### src/rtl/method_call_arbiter_if.sv
// method_call_arbiter_if: bundles the client-side call bus and the downstream
// method port (<method>_req / _busy / _return plus argument) of one shared method.
//   slave  : seen by the arbiter (takes client requests, drives m_req/m_arg)
//   master : seen by whoever drives clients and models the downstream method
// Client i owns bit i of cli_req/cli_busy/cli_done and cli_arg[i*ARG_W +: ARG_W].
interface method_call_arbiter_if #(
  parameter int N     = 4,
  parameter int ARG_W = 32,
  parameter int RET_W = 32
);
  logic [N-1:0]       cli_req;
  logic [N*ARG_W-1:0] cli_arg;
  logic [N-1:0]       cli_busy;
  logic [N-1:0]       cli_done;
  logic [RET_W-1:0]   cli_return;
  logic               cli_timeout;
  logic               m_req;
  logic [ARG_W-1:0]   m_arg;
  logic               m_busy;
  logic [RET_W-1:0]   m_return;

  modport slave (
    input  cli_req, cli_arg, m_busy, m_return,
    output cli_busy, cli_done, cli_return, cli_timeout, m_req, m_arg
  );

  modport master (
    output cli_req, cli_arg, m_busy, m_return,
    input  cli_busy, cli_done, cli_return, cli_timeout, m_req, m_arg
  );
endinterface

### src/rtl/method_call_arbiter.sv
// method_call_arbiter: shares one method port among N clients.
// Each client pulses cli_req with its argument; the request is buffered (depth 1),
// clients are granted round-robin, the downstream req/busy handshake is run, and
// the result comes back on cli_return with a one-cycle cli_done pulse.
// Ports:
//   clk, reset : single clock, synchronous active-high reset
//   bus        : method_call_arbiter_if.slave (client side cli_*, downstream m_*)
// Optional: define METHOD_ARB_TIMEOUT_EN to bound the downstream wait to TIMEOUT
// cycles; an expired call completes with cli_timeout=1 and cli_return=0.
module method_call_arbiter #(
  parameter int N       = 4,
  parameter int ARG_W   = 32,
  parameter int RET_W   = 32,
  parameter int TIMEOUT = 1000000
) (
  input logic                  clk,
  input logic                  reset,
  method_call_arbiter_if.slave bus
);
  localparam int IW = $clog2(N);

  if (N < 2 || N > 8) begin : g_bad_n
    $error("method_call_arbiter: N must be 2..8");
  end
  if (TIMEOUT < 1) begin : g_bad_tmo
    $error("method_call_arbiter: TIMEOUT must be >= 1");
  end

  typedef enum logic [2:0] {IDLE, ISSUE, WAIT_ACK, WAIT_DONE, RESP} state_e;

  state_e                  state_q, state_d;
  logic [IW-1:0]           last_q, last_d, gnt_q, gnt_d;
  logic [N-1:0]            pend_q, pend_d, busy_q, busy_d, done_q, done_d;
  logic [N-1:0][ARG_W-1:0] arg_q, arg_d;
  logic [ARG_W-1:0]        m_arg_q, m_arg_d;
  logic [RET_W-1:0]        ret_q, ret_d;
  logic                    m_req_q, m_req_d;
  logic [IW-1:0]           win, idx;
  logic                    win_vld;
  logic                    expired;

`ifdef METHOD_ARB_TIMEOUT_EN
  localparam int CW = $clog2(TIMEOUT + 1);
  logic [CW-1:0] cnt_q, cnt_d;
  logic          tmo_q, tmo_d;

  // Cleared while issuing so the first WAIT_ACK cycle sees 0.
  always_comb begin
    cnt_d = cnt_q;
    if (state_q == ISSUE)                          cnt_d = '0;
    else if (state_q inside {WAIT_ACK, WAIT_DONE}) cnt_d = cnt_q + 1'b1;
  end
  assign expired         = (state_q inside {WAIT_ACK, WAIT_DONE}) && (cnt_q == CW'(TIMEOUT));
  assign tmo_d           = expired;
  assign bus.cli_timeout = tmo_q;
`else
  assign expired         = 1'b0;
  assign bus.cli_timeout = 1'b0;
`endif

  always_comb begin
    state_d = state_q;
    last_d  = last_q;
    gnt_d   = gnt_q;
    pend_d  = pend_q;
    arg_d   = arg_q;
    m_arg_d = m_arg_q;
    ret_d   = '0;
    m_req_d = 1'b0;
    done_d  = '0;
    win     = '0;
    win_vld = 1'b0;
    idx     = '0;

    // Round-robin scan starting just after the last grant.
    for (int k = 1; k <= N; k++) begin
      idx = IW'((int'(last_q) + k) % N);
      if (!win_vld && pend_q[idx]) begin
        win_vld = 1'b1;
        win     = idx;
      end
    end

    // Depth-1 buffer per client; busy clients' pulses are dropped.
    for (int i = 0; i < N; i++) begin
      if (bus.cli_req[i] && !busy_q[i]) begin
        pend_d[i] = 1'b1;
        arg_d[i]  = bus.cli_arg[i*ARG_W +: ARG_W];
      end
    end

    case (state_q)
      IDLE: if (win_vld) begin
        state_d     = ISSUE;
        m_req_d     = 1'b1;
        m_arg_d     = arg_q[win];
        pend_d[win] = 1'b0;
        last_d      = win;
        gnt_d       = win;
      end
      ISSUE:     state_d = WAIT_ACK;
      WAIT_ACK:  if (expired) state_d = RESP;
                 else if (bus.m_busy) state_d = WAIT_DONE;
      WAIT_DONE: if (expired) state_d = RESP;
                 else if (!bus.m_busy) begin
                   state_d = RESP;
                   ret_d   = bus.m_return;
                 end
      RESP:      state_d = IDLE;
      default:   state_d = IDLE;
    endcase

    if (state_d == RESP) done_d[gnt_q] = 1'b1;

    // Granted client stays busy until its RESP cycle, where it may re-request.
    busy_d = pend_d;
    if (state_d inside {ISSUE, WAIT_ACK, WAIT_DONE}) busy_d[gnt_d] = 1'b1;
  end

  always_ff @(posedge clk) begin
    if (reset) begin
      state_q <= IDLE;
      last_q  <= IW'(N - 1);
      gnt_q   <= '0;
      pend_q  <= '0;
      arg_q   <= '0;
      m_arg_q <= '0;
      ret_q   <= '0;
      m_req_q <= 1'b0;
      busy_q  <= '0;
      done_q  <= '0;
`ifdef METHOD_ARB_TIMEOUT_EN
      cnt_q   <= '0;
      tmo_q   <= 1'b0;
`endif
    end else begin
      state_q <= state_d;
      last_q  <= last_d;
      gnt_q   <= gnt_d;
      pend_q  <= pend_d;
      arg_q   <= arg_d;
      m_arg_q <= m_arg_d;
      ret_q   <= ret_d;
      m_req_q <= m_req_d;
      busy_q  <= busy_d;
      done_q  <= done_d;
`ifdef METHOD_ARB_TIMEOUT_EN
      cnt_q   <= cnt_d;
      tmo_q   <= tmo_d;
`endif
    end
  end

  assign bus.m_req      = m_req_q;
  assign bus.m_arg      = m_arg_q;
  assign bus.cli_busy   = busy_q;
  assign bus.cli_done   = done_q;
  assign bus.cli_return = ret_q;
endmodule
### src/flat_wrapper.sv
// flat-port wrapper written by rule: the top's interface ports become plain ports
module method_call_arbiter_flat 
#(
  parameter int N       = 4,
  parameter int ARG_W   = 32,
  parameter int RET_W   = 32,
  parameter int TIMEOUT = 1000000
)
  (clk, reset, bus_cli_req, bus_cli_arg, bus_m_busy, bus_m_return, bus_cli_busy, bus_cli_done, bus_cli_return, bus_cli_timeout, bus_m_req, bus_m_arg);
  method_call_arbiter_if #(.N(N), .ARG_W(ARG_W), .RET_W(RET_W)) bus_i ();
  input logic clk;
  input logic reset;
  input wire logic [$bits(bus_i.cli_req)-1:0] bus_cli_req;
  input wire logic [$bits(bus_i.cli_arg)-1:0] bus_cli_arg;
  input wire logic [$bits(bus_i.m_busy)-1:0] bus_m_busy;
  input wire logic [$bits(bus_i.m_return)-1:0] bus_m_return;
  output wire logic [$bits(bus_i.cli_busy)-1:0] bus_cli_busy;
  output wire logic [$bits(bus_i.cli_done)-1:0] bus_cli_done;
  output wire logic [$bits(bus_i.cli_return)-1:0] bus_cli_return;
  output wire logic [$bits(bus_i.cli_timeout)-1:0] bus_cli_timeout;
  output wire logic [$bits(bus_i.m_req)-1:0] bus_m_req;
  output wire logic [$bits(bus_i.m_arg)-1:0] bus_m_arg;
  assign bus_i.cli_req = bus_cli_req;
  assign bus_i.cli_arg = bus_cli_arg;
  assign bus_i.m_busy = bus_m_busy;
  assign bus_i.m_return = bus_m_return;
  assign bus_cli_busy = bus_i.cli_busy;
  assign bus_cli_done = bus_i.cli_done;
  assign bus_cli_return = bus_i.cli_return;
  assign bus_cli_timeout = bus_i.cli_timeout;
  assign bus_m_req = bus_i.m_req;
  assign bus_m_arg = bus_i.m_arg;
  method_call_arbiter #(.N(N), .ARG_W(ARG_W), .RET_W(RET_W), .TIMEOUT(TIMEOUT)) u_core (.clk(clk), .reset(reset), .bus(bus_i));
endmodule
### config.mk
export PLATFORM = sky130hd
export DESIGN_NAME = method_call_arbiter_flat
export DESIGN_NICKNAME = d
export VERILOG_FILES = /design/src/rtl/method_call_arbiter_if.sv /design/src/rtl/method_call_arbiter.sv /design/src/flat_wrapper.sv
export SDC_FILE = /design/constraint.sdc
export NUM_CORES = 1
export LEC_CHECK = 0
export ABC_AREA = 1
export CAP_MARGIN = 25
export CORE_MARGIN = 1.5
export CORE_UTILIZATION = 30
export CTS_BUF_LIST = sky130_fd_sc_hd__clkbuf_8 sky130_fd_sc_hd__clkbuf_16
export CTS_CLUSTER_SIZE = 12
export DETAILED_ROUTE_END_ITERATION = 8
export SLEW_MARGIN = 20
export SYNTH_ARGS = -nofsm -noshare
export SYNTH_HDL_FRONTEND = slang
export SYNTH_SLANG_ARGS = --single-unit
### constraint.sdc
create_clock -name clk -period 4.7 [get_ports clk]
set_input_delay 0.94 -clock clk [delete_from_list [all_inputs] [get_ports clk]]
set_output_delay 0.94 -clock clk [all_outputs]
set_load 0.03 [all_outputs]
==> impl_metrics.py, run 1 <==
metrics = {
    "run_status": {
        "status": "completed",
    },
    "synth": {
        "synth_edf_count": 0,
        "synth_top_area_frac": 0.491,
        "ys_seq_elements": 212,
        "ys_seq_area_frac": 0.491,
        "synth_ff_type": "dfxtp_1",
        "synthCells": 1221,
        "syn_area_um2": 8650,
        "yosysTopAreaCell": "dfxtp_1",
        "yosys_warnings": 0,
        "avgSynthCellArea_um2": 7.08,
        "synthArstFlopShare": 0,
        "synthDistinctLibCells": 31,
        "synthTopCellsByArea": "dfxtp_1, nand2_1, nor2_1",
        "syn-num-nets": 1388,
    },
    "grt": {
        "antenna_found_initial": 1,
        "grt_pass1_vias": 7636,
        "grt_usage": 0.176,
        "grt_max_degree": 105,
        "grt_pass1_wl_um": 42300,
        "overflow": 0,
    },
    "floorplanning": {
        "die_x_um": 173,
        "dieArea_um2": 29900,
        "core_um2": 28100,
        "start_util": 0.308,
        "num_rows": 61,
        "ios": 241,
        "die_y_um": 173,
    },
    "layout": {
        "filler_cell_count": 2936,
        "syn2layout_area_growth_pct": 40.3,
        "final_nets": 1592,
        "multi_input_comb_area_um2": 3500,
        "regArea_um2": 4240,
        "final_cell_mix": "clkdlybuf4s50_1, nand2_1, dfxtp_1",
        "final_common_cell": "clkdlybuf4s50_1",
        "diodes": 0,
        "drive_above_1_share": 0.0583,
        "layout.cells.non_filler": 1820,
    },
    "worst_setup_path": {
        "cp.buffers_inverters": 4,
        "crit_type": "reg -> reg",
        "cp_slowest_cell": "dfxtp_1",
        "reg2reg_depth": 13,
        "slowest_delay_ns": 0.54,
        "cp-end-kind": "flop",
        "required_ns": 5.15,
        "r2r-start": "u_core.last_q[0]$_SDFFE_PP1P_",
        "regToRegEndpoint": "u_core.bus.m_arg[19]$_SDFFE_PP0P_",
        "path_cells": "inv_2 -> nand2_1 -> nand3_1 -> nand2_1 -> nor2_4 -> nand3_4 -> buf_4 -> nand2_4 -> inv_4 -> nand2_2 -> inv_2 -> nand4_1 -> nand2_1",
        "ff2ff_setup_slack_ns": 1.63,
        "cp-startpoint": "u_core.last_q[0]$_SDFFE_PP1P_",
        "cp-start-kind": "flop",
        "arrival_ns": 3.52,
        "path_max_fanout": 45,
        "cpMostUsedCell": "nand2_1",
        "cp_top_family": "buffers and inverters",
    },
    "placement": {
        "gp_congestion": 0.815,
        "dp_slack_ns": 1.52,
        "dpl.cell_count": 1776,
        "io_buffers": 239,
        "dp_hpwl_um": 19300,
    },
    "power": {
        "peakVddDrop_mv": 0.386,
        "p_per_area_nw_per_um2": 700,
        "power_leakage_uw": 0.00541,
    },
    "timing": {
        "grt_setup_unrepaired": "false",
        "worst_slack_ns": 1.63,
        "slew_viol_final": 0,
        "finalHoldViolations": 0,
        "finalCritPeriodShare": 0.653,
        "relSlewSlack": 0.341,
        "fin_skew_ns": 0.0101,
        "fin_setup_tns_ns": 0,
        "max_slew.worst_pin.slew_ns": 0.986,
        "hold_ws_ns": 0.448,
        "setup_viol": 0,
        "min_period_ns": 3.07,
        "fmax_ghz": 0.326,
    },
    "clocking": {
        "ctsResizeCount": 0,
        "clock_sinks": 212,
        "clk_latency_ns": 0.52,
        "hold_buffers": 0,
        "cts_buffers": 25,
        "cts_tree": "built",
        "cts_max_level": 1,
        "cts_setup_buffers": 0,
        "clkSlewWorstSetupHoldPaths_ns": 0.06,
        "cts_root_buf": "clkbuf_16",
        "clock_path_buffers": 3,
    },
    "route": {
        "drtAntennaViolNets": 0,
        "drc": 0,
        "firstDrtPassIters": 7,
        "first_iter_violations": 688,
        "wl_um": 27000,
        "avgRoutedWirePerCell_um": 14.8,
        "vias_per_cell": 4.49,
        "vias": 8177,
    },
    "min_path": {
        "min_path_type": "reg -> reg",
        "whs_path_depth": 2,
        "min_to": "u_core.arg_q[15]$_SDFFE_PP0P_",
        "worstHoldStart": "u_core.arg_q[15]$_SDFFE_PP0P_",
    },
    "job": {
        "max_cap_violations": 0,
    },
}
## worst register-to-register path: cells and delay by family (launching register included)
kind / cells / cell delay, ns
AND/OR/NAND/NOR: 9 / 1.21
flip-flops: 1 / 0.54
buffers and inverters: 4 / 1.26
## worst max-delay path by stage
stage,to,slack (ns),cells after the start
after floorplan,u_core.last_q[0]$_SDFFE_PP1P_,2.42,6
after global placement,u_core.bus.cli_done[1]$_SDFF_PP0_,1.59,5
after detailed placement,u_core.bus.m_arg[19]$_SDFFE_PP0P_,1.52,6
after CTS,u_core.bus.m_arg[17]$_SDFFE_PP0P_,1.63,15
after global routing,u_core.bus.m_arg[17]$_SDFFE_PP0P_,1.37,15
final,u_core.bus.m_arg[19]$_SDFFE_PP0P_,1.63,13
## routing by layer
| layer | routed length [um] | vias to the layer above | global-route usage |
|---|---|---|---|
| met4 | 475 | 2 | 0.0417 |
| met5 | 17 | - | 0 |
| met1 | 12700 | 3684 | 0.241 |
| met2 | 12400 | 212 | 0.288 |
| met3 | 1410 | 35 | 0.0284 |
| li1 | - | 4244 | - |
## cell families (layout without fill, tap and decap cells)
logic type / count (synthesis) / in the layout / share of synthesized area
DFF: 212 / 212 / 0.491
buffers and inverters: 224 / 445 / 0.105
AOI/OAI and AO/OA: 213 / 213 / 0.124
other: 1 / 1 / 0.000434
and+or+nand+nor: 571 / 571 / 0.279
## layout make-up
| type | count | area share |
|---|---|---|
| sequential | 212 | 0.350 |
| multi-input combinational | 785 | 0.289 |
| timing repair buffer | 253 | 0.208 |
| clock buffer | 31 | 0.0584 |
| inverter | 148 | 0.0461 |
| tap | 378 | 0.0390 |
| clock inverter | 13 | 0.00980 |
## sequential cells by signal (all words and copies together), names as in the netlist
register	cells
u_core.pend_q	4
u_core.arg_q	128
u_core.bus.cli_return	32
u_core.last_q	2
u_core.bus.cli_done	4
u_core.bus.m_req	1
u_core.bus.m_arg	32
u_core.state_q	3
u_core.bus.cli_busy	4
u_core.gnt_q	2
## metrics by stage
stage	power (uW)	utilization	cell area (um2)
floorplan	5340	-	8650
global placement	6580	0.402	11300
detailed placement	6600	0.402	11300
CTS	8550	0.432	12100
global route	9130	0.432	12100
finish	8490	0.432	12100
## cell usage after synthesis (3+ instances only)
cell and instances:
dfxtp_1 212, buf_2 15, inv_1 138, inv_2 6, o21ai_1 5, clkbuf_1 47
nor2_1 200, nand2_2 3, or2_2 12, nand4_1 12, a21oi_1 72, buf_1 4
buf_4 8, nand2_1 225, clkinv_1 3, nor3_1 4, o21ai_0 132, nor3b_1 7
nand3_1 101
## power breakdown
group	total (uW)	internal [uW]	leakage [uW]	switching (uW)
combinational	4220	1340	0.00324	2870
clock	1940	1170	0.000421	766
sequential	2340	2160	0.00175	178
(Power assumes the default switching activity.)
==> inputs of run 2 (changes only) <==
clock period = 3.1 ns   (was 4.7 ns; I/O delays follow)
==> run 2 against run 1 <==
Effect of this change: clock power is 43% higher; critical endpoint is now u_core.bus.m_arg[6]$_SDFFE_PP0P_; largest cell class unchanged; first-iteration DRC count is 7.7% lower; via count rose by 0.43%; cell area is 0.34% higher.
==> impl_metrics.py, run 2 (same netlist as run 1, synthesis figures left out) <==
metrics = {
    "clocking": {
        "cts_setup_buffers": 0,
        "cts_tree": "built",
        "cts_buffers": 24,
        "cts_max_level": 1,
        "hold_buffers": 0,
        "clock_path_buffers": 3,
        "clock_sinks": 212,
        "cts_root_buf": "clkbuf_16",
        "ctsResizeCount": 0,
        "clk_latency_ns": 0.52,
        "clkSlewWorstSetupHoldPaths_ns": 0.06,
    },
    "grt": {
        "grt_pass1_wl_um": 43300,
        "grt_usage": 0.179,
        "grt_pass1_vias": 7885,
        "overflow": 0,
        "antenna_found_initial": 0,
        "grt_max_degree": 58,
    },
    "job": {
        "max_cap_violations": 0,
    },
    "route": {
        "drtAntennaViolNets": 0,
        "vias_per_cell": 4.49,
        "first_iter_violations": 635,
        "drc": 0,
        "avgRoutedWirePerCell_um": 14.9,
        "firstDrtPassIters": 5,
        "wl_um": 27300,
        "vias": 8212,
    },
    "power": {
        "p_sw_frac": 0.443,
        "internal-power_uw": 7040,
        "power_leakage_uw": 0.00545,
        "p_per_area_nw_per_um2": 1040,
        "peakVddDrop_mv": 0.688,
        "p_clk_frac": 0.220,
        "p_seq_frac": 0.282,
        "netSwitchingPower_uw": 5600,
        "p_comb_frac": 0.498,
    },
    "worst_setup_path": {
        "regToRegEndpoint": "u_core.bus.m_arg[6]$_SDFFE_PP0P_",
        "cp_slowest_cell": "dfxtp_1",
        "cp-start-kind": "flop",
        "arrival_ns": 3.22,
        "ff2ff_setup_slack_ns": 0.34,
        "cpMostUsedCell": "nand2_1",
        "required_ns": 3.56,
        "crit_type": "reg -> reg",
        "slowest_delay_ns": 0.41,
        "reg2reg_depth": 14,
        "path_max_fanout": 33,
        "cp-end-kind": "flop",
        "r2r-start": "u_core.last_q[0]$_SDFFE_PP1P_",
        "path_cells": "inv_2 -> nand2_1 -> nand2_1 -> nand2_1 -> nand2_1 -> inv_2 -> nand3_4 -> buf_4 -> nand2_4 -> inv_4 -> nand2_2 -> inv_2 -> nand4_1 -> nand2_1",
    },
    "layout": {
        "diodes": 0,
        "final_nets": 1599,
        "largest_reg_flops": 128,
        "filler_cell_count": 2898,
        "fin_util": 0.433,
        "drive_above_1_share": 0.0621,
        "largest-register": "u_core.arg_q",
        "final_common_cell": "clkdlybuf4s50_1",
        "design_area_um2": 12200,
        "syn2layout_area_growth_pct": 40.7,
        "final_cell_mix": "clkdlybuf4s50_1, nand2_1, dfxtp_1",
    },
    "timing": {
        "slew_viol_final": 0,
        "fin_skew_ns": 0.00708,
        "relSlewSlack": 0.630,
        "finalCritPeriodShare": 0.891,
        "worst_slack_ns": 0.337,
        "setup_viol": 0,
        "min_period_ns": 2.76,
        "max_slew.worst_pin.slew_ns": 0.555,
        "finalHoldViolations": 0,
        "grt_setup_unrepaired": "false",
        "hold_ws_ns": 0.455,
        "fmax_ghz": 0.362,
        "fin_setup_tns_ns": 0,
    },
    "floorplanning": {
        "die_y_um": 173,
        "core_um2": 28100,
        "die_x_um": 173,
        "start_util": 0.308,
        "dieArea_um2": 29900,
        "ios": 241,
        "num_rows": 61,
    },
    "placement": {
        "dp_slack_ns": 0.399,
        "placement.cell_area_um2": 11400,
        "io_buffers": 239,
        "gp_congestion": 0.838,
        "dp_hpwl_um": 20100,
    },
    "run_status": {
        "status": "completed",
    },
    "min_path": {
        "whs_path_depth": 2,
        "worstHoldStart": "u_core.arg_q[39]$_SDFFE_PP0P_",
        "min_to": "u_core.arg_q[39]$_SDFFE_PP0P_",
        "min_path_type": "reg -> reg",
    },
}
-- run 2: changes by cell type in the layout (fill, tap and decap cells not counted), sizes merged --
| cell | before | now |
|---|---|---|
| clkinvlp | 2 | 0 |
| clkinv | 9 | 11 |
| inv | 148 | 149 |
| buf | 14 | 22 |
| clkbuf | 31 | 30 |
| bufinv | 2 | 1 |
-- run 2: cell type report --
cell class / instances / area [um2] / share of cell area
inverters: 148 / 559 / 0.0460
repair buffers: 261 / 2620 / 0.215
clock inverters: 13 / 83.8 / 0.00689
multi-input cells: 785 / 3500 / 0.287
clock buffers: 30 / 694 / 0.0571
well taps: 378 / 473 / 0.0389
flip-flops and latches: 212 / 4240 / 0.349
-- run 2: how the worst max path moves through the flow --
stage	endpoint	start	slack, ns
after floorplan	u_core.last_q[0]$_SDFFE_PP1P_	reset	1.14
after global placement	u_core.bus.m_arg[11]$_SDFFE_PP0P_	u_core.last_q[0]$_SDFFE_PP1P_	0.50
after detailed placement	u_core.bus.m_arg[6]$_SDFFE_PP0P_	u_core.last_q[0]$_SDFFE_PP1P_	0.40
after CTS	u_core.bus.m_arg[6]$_SDFFE_PP0P_	u_core.last_q[0]$_SDFFE_PP1P_	0.37
after global routing	u_core.bus.m_arg[4]$_SDFFE_PP0P_	u_core.last_q[0]$_SDFFE_PP1P_	0.10
final	u_core.bus.m_arg[6]$_SDFFE_PP0P_	u_core.last_q[0]$_SDFFE_PP1P_	0.34
-- run 2: layer usage --
metal / track usage / up-vias / wire, um
li1: - / 4250 / -
met4: 0.0496 / 0 / 706
met3: 0.0266 / 49 / 1510
met5: 0 / - / 0
met1: 0.247 / 3667 / 12800
met2: 0.291 / 246 / 12300
-- run 2: critical path: cells and delay by family (launching register included) --
kind / cells / cell delay, ns
and+or+nand+nor: 9 / 1.08
DFF: 1 / 0.41
buffers and inverters: 5 / 1.18
-- run 2: power by group through the flow --
stage               Sequential (uW)  Clock (uW)  Combinational, uW
floorplan                      3800           0               4300
detailed placement             3610           0               6230
finish                         3560        2780               6300
CTS                            3550        2850               6260
global placement               3600           0               6190
global route                   3610        2950               7030
-- run 2: stage by stage --
step	power, uW	instances
after detailed placement	9840	1784
after CTS	12700	1827
after global routing	13600	1827
after global placement	9800	1784
final	12600	1827
after floorplan	8100	1221
==> RTL edit 1, RTL diff (flow settings as in run 1) <==
`RET_W` is set to 32 in 3 places; all go to 24.
--- a/src/rtl/method_call_arbiter_if.sv
+++ b/src/rtl/method_call_arbiter_if.sv
@@ -8,3 +8,3 @@
   parameter int ARG_W = 32,
-  parameter int RET_W = 32
+  parameter int RET_W = 24
 );
--- a/src/rtl/method_call_arbiter.sv
+++ b/src/rtl/method_call_arbiter.sv
@@ -12,3 +12,3 @@
   parameter int ARG_W   = 32,
-  parameter int RET_W   = 32,
+  parameter int RET_W   = 24,
   parameter int TIMEOUT = 1000000
--- a/src/flat_wrapper.sv
+++ b/src/flat_wrapper.sv
@@ -5,3 +5,3 @@
   parameter int ARG_W   = 32,
-  parameter int RET_W   = 32,
+  parameter int RET_W   = 24,
   parameter int TIMEOUT = 1000000
Interface: changed (resized bus_cli_return and bus_m_return); port bits go from 241 to 225. No check against the original RTL was run, so the function may have changed too.
==> RTL edit 1 against run 1 <==
Worst hold slack improved by 0.0013 ns. Clock skew grew 0.0058 ns. Routed wire length down 6.9%. Cell area down 4.9%. Area after synthesis shrank 3.4%. Setup slack got worse by 0.020 ns. Synthesized cell count down 3.8%. Sequential cell count is 8 lower. Total power decreased by 5.1%. Largest power group unchanged. Highest routed layer unchanged.
==> RTL edit 1: results (changes against run 1) <==
| Quantity | This run | Unit | Delta |
|:---|:---|:---|:---|
| Result of the run | completed | - |  |
| Worst slack at placement | 1.53 | ns | +0.00292 ns |
| First-iteration detailed-routing DRC count | 426 | - | -38% |
| DP Wirelength | 17,100 | µm | -12% |
| Reported leakage power | 5.05 | nW | -6.5% |
| Detailed-route wire length | 25,100 | µm | -6.9% |
| I/O Buffers | 223 | - | -6.7% |
| Setup bufs post-CTS | 0 | - | unchanged |
| Post-Route Skew | 0.0159 | ns | +0.00578 ns |
| Worst Path Max Fanout | 84 | - | +87% |
| Met2 Use GR | 28.0 | % | -0.79 points |
| Nets in the synthesized netlist | 1,333 | - | -4.0% |
| Worst slew slack as a fraction of its limit | 33.7 | % | -0.42 points |
| Endpoint of the most critical register-to-register path | u_core.bus.m_arg[14] | - |  |
| Maximum number of pins on one net before global-route repair | 85 | - | -19% |
| All-Layer GR Usage | 16.8 | % | -0.76 points |
| Min-Delay Startpoint | u_core.arg_q[65] | - |  |
| Top cells by area, synth | dfxtp_1, nor2_1, o21ai_0 | - |  |
| Number of global-route vias before repair | 7,424 | - | -2.8% |
| Largest delay share family, worst path | simple AND/OR/NAND/NOR gates | - |  |
| Synth top cells by count | nor2_1, dfxtp_1, nand2_1 | - |  |
| Setup slack of the most critical reg-to-reg path | 1.61 | ns | -0.02 ns |
| Met1 routing resource usage after global routing | 22.0 | % | -2.2 points |
| Layout net count | 1,520 | - | -4.5% |
| Via count | 7,923 | - | -3.1% |
| Post-synthesis compound-gate area fraction | 13.8 | % | +1.4 points |
| R2r worst-path depth | 14 | - | +1 |
| Critical-path top delay cell | nand2_4 | - |  |
| Maximum vdd ir drop | 0.681 | mV | +77% |
| Total CTS buffers | 23 | - | -8.0% |
| Worst path max stage delay | 0.63 | ns | +0.09 ns |
| Final weighted congestion in routability-driven placement | 0.766 | - | -6.0% |
| Global-route wire length before repair | 38,500 | µm | -8.9% |
| Endpoint with the worst hold slack | u_core.arg_q[65] | - |  |
| Met3 track utilization from global routing | 3.21 | % | +0.37 points |
| Fraction of synthesized area in multiplexers | 0 | % | unchanged |
| Yosys warning total | 0 | - | unchanged |
| Post-detailed-placement cell area | 10,800 | µm² | -4.9% |
| Number of fill cells | 2,765 | - | -5.8% |
| Proportion of synthesized chip area in sequential cells | 48.9 | % | -0.18 points |
| Largest reg by FF count | u_core.arg_q | - |  |
| Fraction of final layout cells with drive strength greater than 1 | 6.03 | % | +0.21 points |
| Arrival time of the worst setup path | 3.54 | ns | +0.02 ns |
RTL edit 1: changes by cell type after synthesis, moves of 7 or more:
cell and delta:
nor3b_1 -7, or2_2 -12, nand2_2 +16, nand4_1 -10
nand2_1 -34, inv_1 -15, o21ai_0 +14, nor2_1 +22
nand3_1 -14, dfxtp_1 -8
RTL edit 1: cells by family (layout without fill, tap and decap cells):
| logic type | after synthesis | count (layout) |
|---|---|---|
| and+or+nand+nor | 534 | 534 |
| AOI/OAI and AO/OA | 228 | 228 |
| buffers and inverters | 207 | 409 |
| DFF | 204 | 204 |
| other | 1 | 1 |
RTL edit 1: layout make-up:
class                      instances  area, µm²  area share, %
clock inverter                    12        103          0.890
multi-input combinational        763       3370           29.3
tap                              372        465           4.04
clock buffer                      28        644           5.59
inverter                         133        514           4.46
sequential                       204       4080           35.4
timing repair buffer             236       2350           20.3
RTL edit 1: routing by layer:
metal  share of wire (%)  vias up  routed length [µm]
li1                    -     4062                   -
met1                  45     3593               11200
met2                  46      220               11600
met3                 6.9       46                1740
met4                 2.3        2                 590
met5               0.052        -                  13
RTL edit 1: worst max-delay path by stage:
stage                      from                endpoint  slack [ns]  cells past startpoint
3_3_place_gp     bus_cli_req[1]  u_core.bus.cli_busy[1]        1.47                      9
5_1_grt        u_core.last_q[0]    u_core.bus.m_arg[23]        1.34                     14
2_1_floorplan             reset        u_core.arg_q[85]        2.45                      7
4_1_cts        u_core.last_q[0]  u_core.bus.cli_busy[0]        1.64                     13
3_5_place_dp     bus_cli_req[1]  u_core.bus.cli_busy[1]        1.53                      9
6_report       u_core.last_q[0]    u_core.bus.m_arg[14]        1.61                     14
RTL edit 1: per-stage QoR:
step	hold slack [ns]	total power [W]	utilization [%]	std cells
after detailed placement	0.439	0.00629	39.7	1706
after global routing	0.473	0.00869	42.5	1748
after CTS	0.448	0.00810	42.4	1746
after global placement	0.435	0.00626	39.7	1706
final	0.450	0.00805	42.5	1748
after floorplan	0.425	0.00536	-	1174
RTL edit 1: power by group:
group          switching, W  internal [W]  leakage [nW]
registers          0.000193       0.00212          1.68
logic               0.00269       0.00127          2.97
clock network      0.000712       0.00107         0.395
RTL edit 1: worst register-to-register path, stage by stage, from the launching register on:
cell and delay (ns):
dfxtp_1 0.54, inv_6 0.10, nand2_1 0.07, nand2_1 0.09
nand2_1 0.11, nand2_2 0.08, inv_2 0.06, nand2_2 0.07
nand2_2 0.41, nand2_4 0.65, inv_8 0.50, nand2_1 0.11
nand3_1 0.09, nand2_1 0.08, nor2_2 0.07
==> RTL edit 2, RTL diff (flow settings as in run 1) <==
Made on the original files. Make the reset (`reset`) asynchronous in one clocked block. Comments in the files are not updated.
--- a/src/rtl/method_call_arbiter.sv
+++ b/src/rtl/method_call_arbiter.sv
@@ -119,3 +119,3 @@
 
-  always_ff @(posedge clk) begin
+  always_ff @(posedge clk or posedge reset) begin
     if (reset) begin
Behaviour: differs if reset is asserted again (counterexample within 4 cycles, from zero or initial values and one cycle with reset high); with reset held inactive, the same outputs for 4 cycles.
==> RTL edit 2 against run 1 <==
Sequential power grew 25%. First-iteration DRC count decreased by 38%. Cell area up 5.0%. Total power up 11%. Global-route usage grew 0.16 points. Setup slack better by 0.012 ns. Routed wire length rose by 1.3%. Critical path type unchanged. Critical path depth up 1. Via count down 4.3%. Fmax is 0.38% higher. Area after synthesis grew 5.3%. Sequential cell count stayed put. Final cell count shrank 4.8%. Non-clock buffer count up 1.
==> RTL edit 2: results (changes against run 1) <==
| Quantity | This run | Unit | Delta |
|:---|:---|:---|:---|
| Min-Delay Startpoint | u_core.arg_q[14] | - |  |
| First-iteration detailed-routing DRC count | 424 | - | -38% |
| Dominant synthesized flop cell | dfrtp_1 | - |  |
| Clock network share of area | 6.52 | % | -0.30 points |
| Nets in the synthesized netlist | 1,269 | - | -8.6% |
| Worst slack at placement | 1.67 | ns | +0.144 ns |
| DP Cell Count | 1,687 | - | -5.0% |
| Top cells by area, synth | dfrtp_1, nand2_1, inv_1 | - |  |
| Maximum vdd ir drop | 0.439 | mV | +14% |
| Global-route wire length before repair | 43,100 | µm | +2.0% |
| Clock buffer instance count of the final layout | 33 | - | +6.5% |
| Synth top cells by count | nand2_1, dfrtp_1, inv_1 | - |  |
| Cell Count, Final, Fillers Out | 1,732 | - | -4.8% |
| Reported leakage power | 6.19 | nW | +14% |
| Inverters excl. clock | 172 | - | +16% |
| Root buffer cell | clkbuf_16 | - |  |
| Final std cell area, no fill | 12,700 | µm² | +5.0% |
| Data buffer area share | 20.2 | % | -0.62 points |
| Worst Path Max Fanout | 48 | - | +6.7% |
| Number of global-route vias before repair | 7,821 | - | +2.4% |
| R2r worst-path depth | 14 | - | +1 |
| Routed length on met3 | 1950 | µm | +39% |
| Post-synthesis area per instance | 8.26 | µm² | +17% |
| Uppermost layer routed | met4 | - |  |
| Met2 routed WL | 13,500 | µm | +8.9% |
| Average wire length per cell after detail routing | 15.8 | µm | +6.4% |
| Number of inserted diodes | 1 | - | +1 |
| Post-layout worst setup margin | 1.64 | ns | +0.0117 ns |
| Endpoint of the most critical register-to-register path | u_core.bus.m_arg[10] | - |  |
| DP Wirelength | 19,700 | µm | +1.7% |
| Multi-In Gates | 660 | - | -16% |
| Area used by multi-input combinational logic | 2890 | µm² | -18% |
| Vias per Instance | 4.52 | - | +0.53% |
| Post-Route Skew | 0.0124 | ns | +0.00226 ns |
| Cell-internal power | 0.00531 | W | +14% |
| Number of fill cells | 3,003 | - | +2.3% |
| Result of the run | completed | - |  |
| Proportion of synthesized chip area in sequential cells | 58.3 | % | +9.2 points |
| Final weighted congestion in routability-driven placement | 0.841 | - | +3.1% |
| Met2 Use GR | 30.4 | % | +1.6 points |
| Distinct cell type count of the synthesized netlist | 25 | - | -19% |
| Cell Area, Synth | 9100 | µm² | +5.3% |
| Met3 track utilization from global routing | 3.65 | % | +0.81 points |
| Worst Setup SP | u_core.last_q[0] | - |  |
| Endpoint with the worst hold slack | u_core.arg_q[14] | - |  |
| Critical path required time | 5.08 | ns | -0.07 ns |
| Antenna violations before repair | 0 | - | -1 |
| Share of synthesized flip-flops with an asynchronous set or reset | 100 | % | +100 points |
| Slew at the pin closest to its max-slew limit | 0.874 | ns | -0.113 ns |
| Fin Hold WS | 0.469 | ns | +0.0205 ns |
| Fraction of final layout cells with drive strength greater than 1 | 5.15 | % | -0.68 points |
| Maximum number of pins on one net before global-route repair | 100 | - | -4.8% |
| Post-detailed-placement cell area | 11,900 | µm² | +5.1% |
| Met1 routing resource usage after global routing | 22.9 | % | -1.2 points |
| Layout net count | 1,491 | - | -6.3% |
## RTL edit 2: cell count changes after synthesis, sizes merged, moves of 14 or more
cell,change
dfxtp,-212
o21ai,-17
a21oi,-73
nor2,-160
nand2,+134
inv,+26
o211ai,+14
dfrtp,+210
clkbuf,-14
## RTL edit 2: how the worst max path moves through the flow
stage                                         to  cells after the start
after floorplan                  u_core.arg_q[0]                      1
after detailed placement     u_core.bus.m_arg[7]                     14
final                       u_core.bus.m_arg[10]                     14
after CTS                    u_core.bus.m_arg[7]                     14
after global placement    u_core.bus.cli_done[1]                      4
after global routing        u_core.bus.m_arg[16]                     16
## RTL edit 2: critical path, stage by stage (launching register included)
cell     delay, ns
dfstp_2       0.58
inv_2         0.10
nand2_1       0.08
nand2_1       0.09
nand2_1       0.11
nand2_1       0.09
inv_1         0.06
nand2_1       0.06
nor2_1        0.12
nand2_2       0.40
nand2_2       0.37
buf_4         0.47
nand2_1       0.10
nand3_1       0.17
nand3_1       0.11
## RTL edit 2: power by group through the flow
stage | clock, W | sequential [W] | combinational [W]
2_1_floorplan | 0 | 0.00323 | 0.00290
3_3_place_gp | 0 | 0.00295 | 0.00451
6_report | 0.00194 | 0.00293 | 0.00458
5_1_grt | 0.00206 | 0.00301 | 0.00515
3_5_place_dp | 0 | 0.00296 | 0.00460
4_1_cts | 0.00198 | 0.00293 | 0.00463
## RTL edit 2: kinds of logic after synthesis
kind of cell           share of synthesized area [%]
AO/OA/AOI/OAI                                   8.19
buffers and inverters                           10.3
flip-flops                                      58.3
other                                         0.0412
AND/OR/NAND/NOR                                 23.2
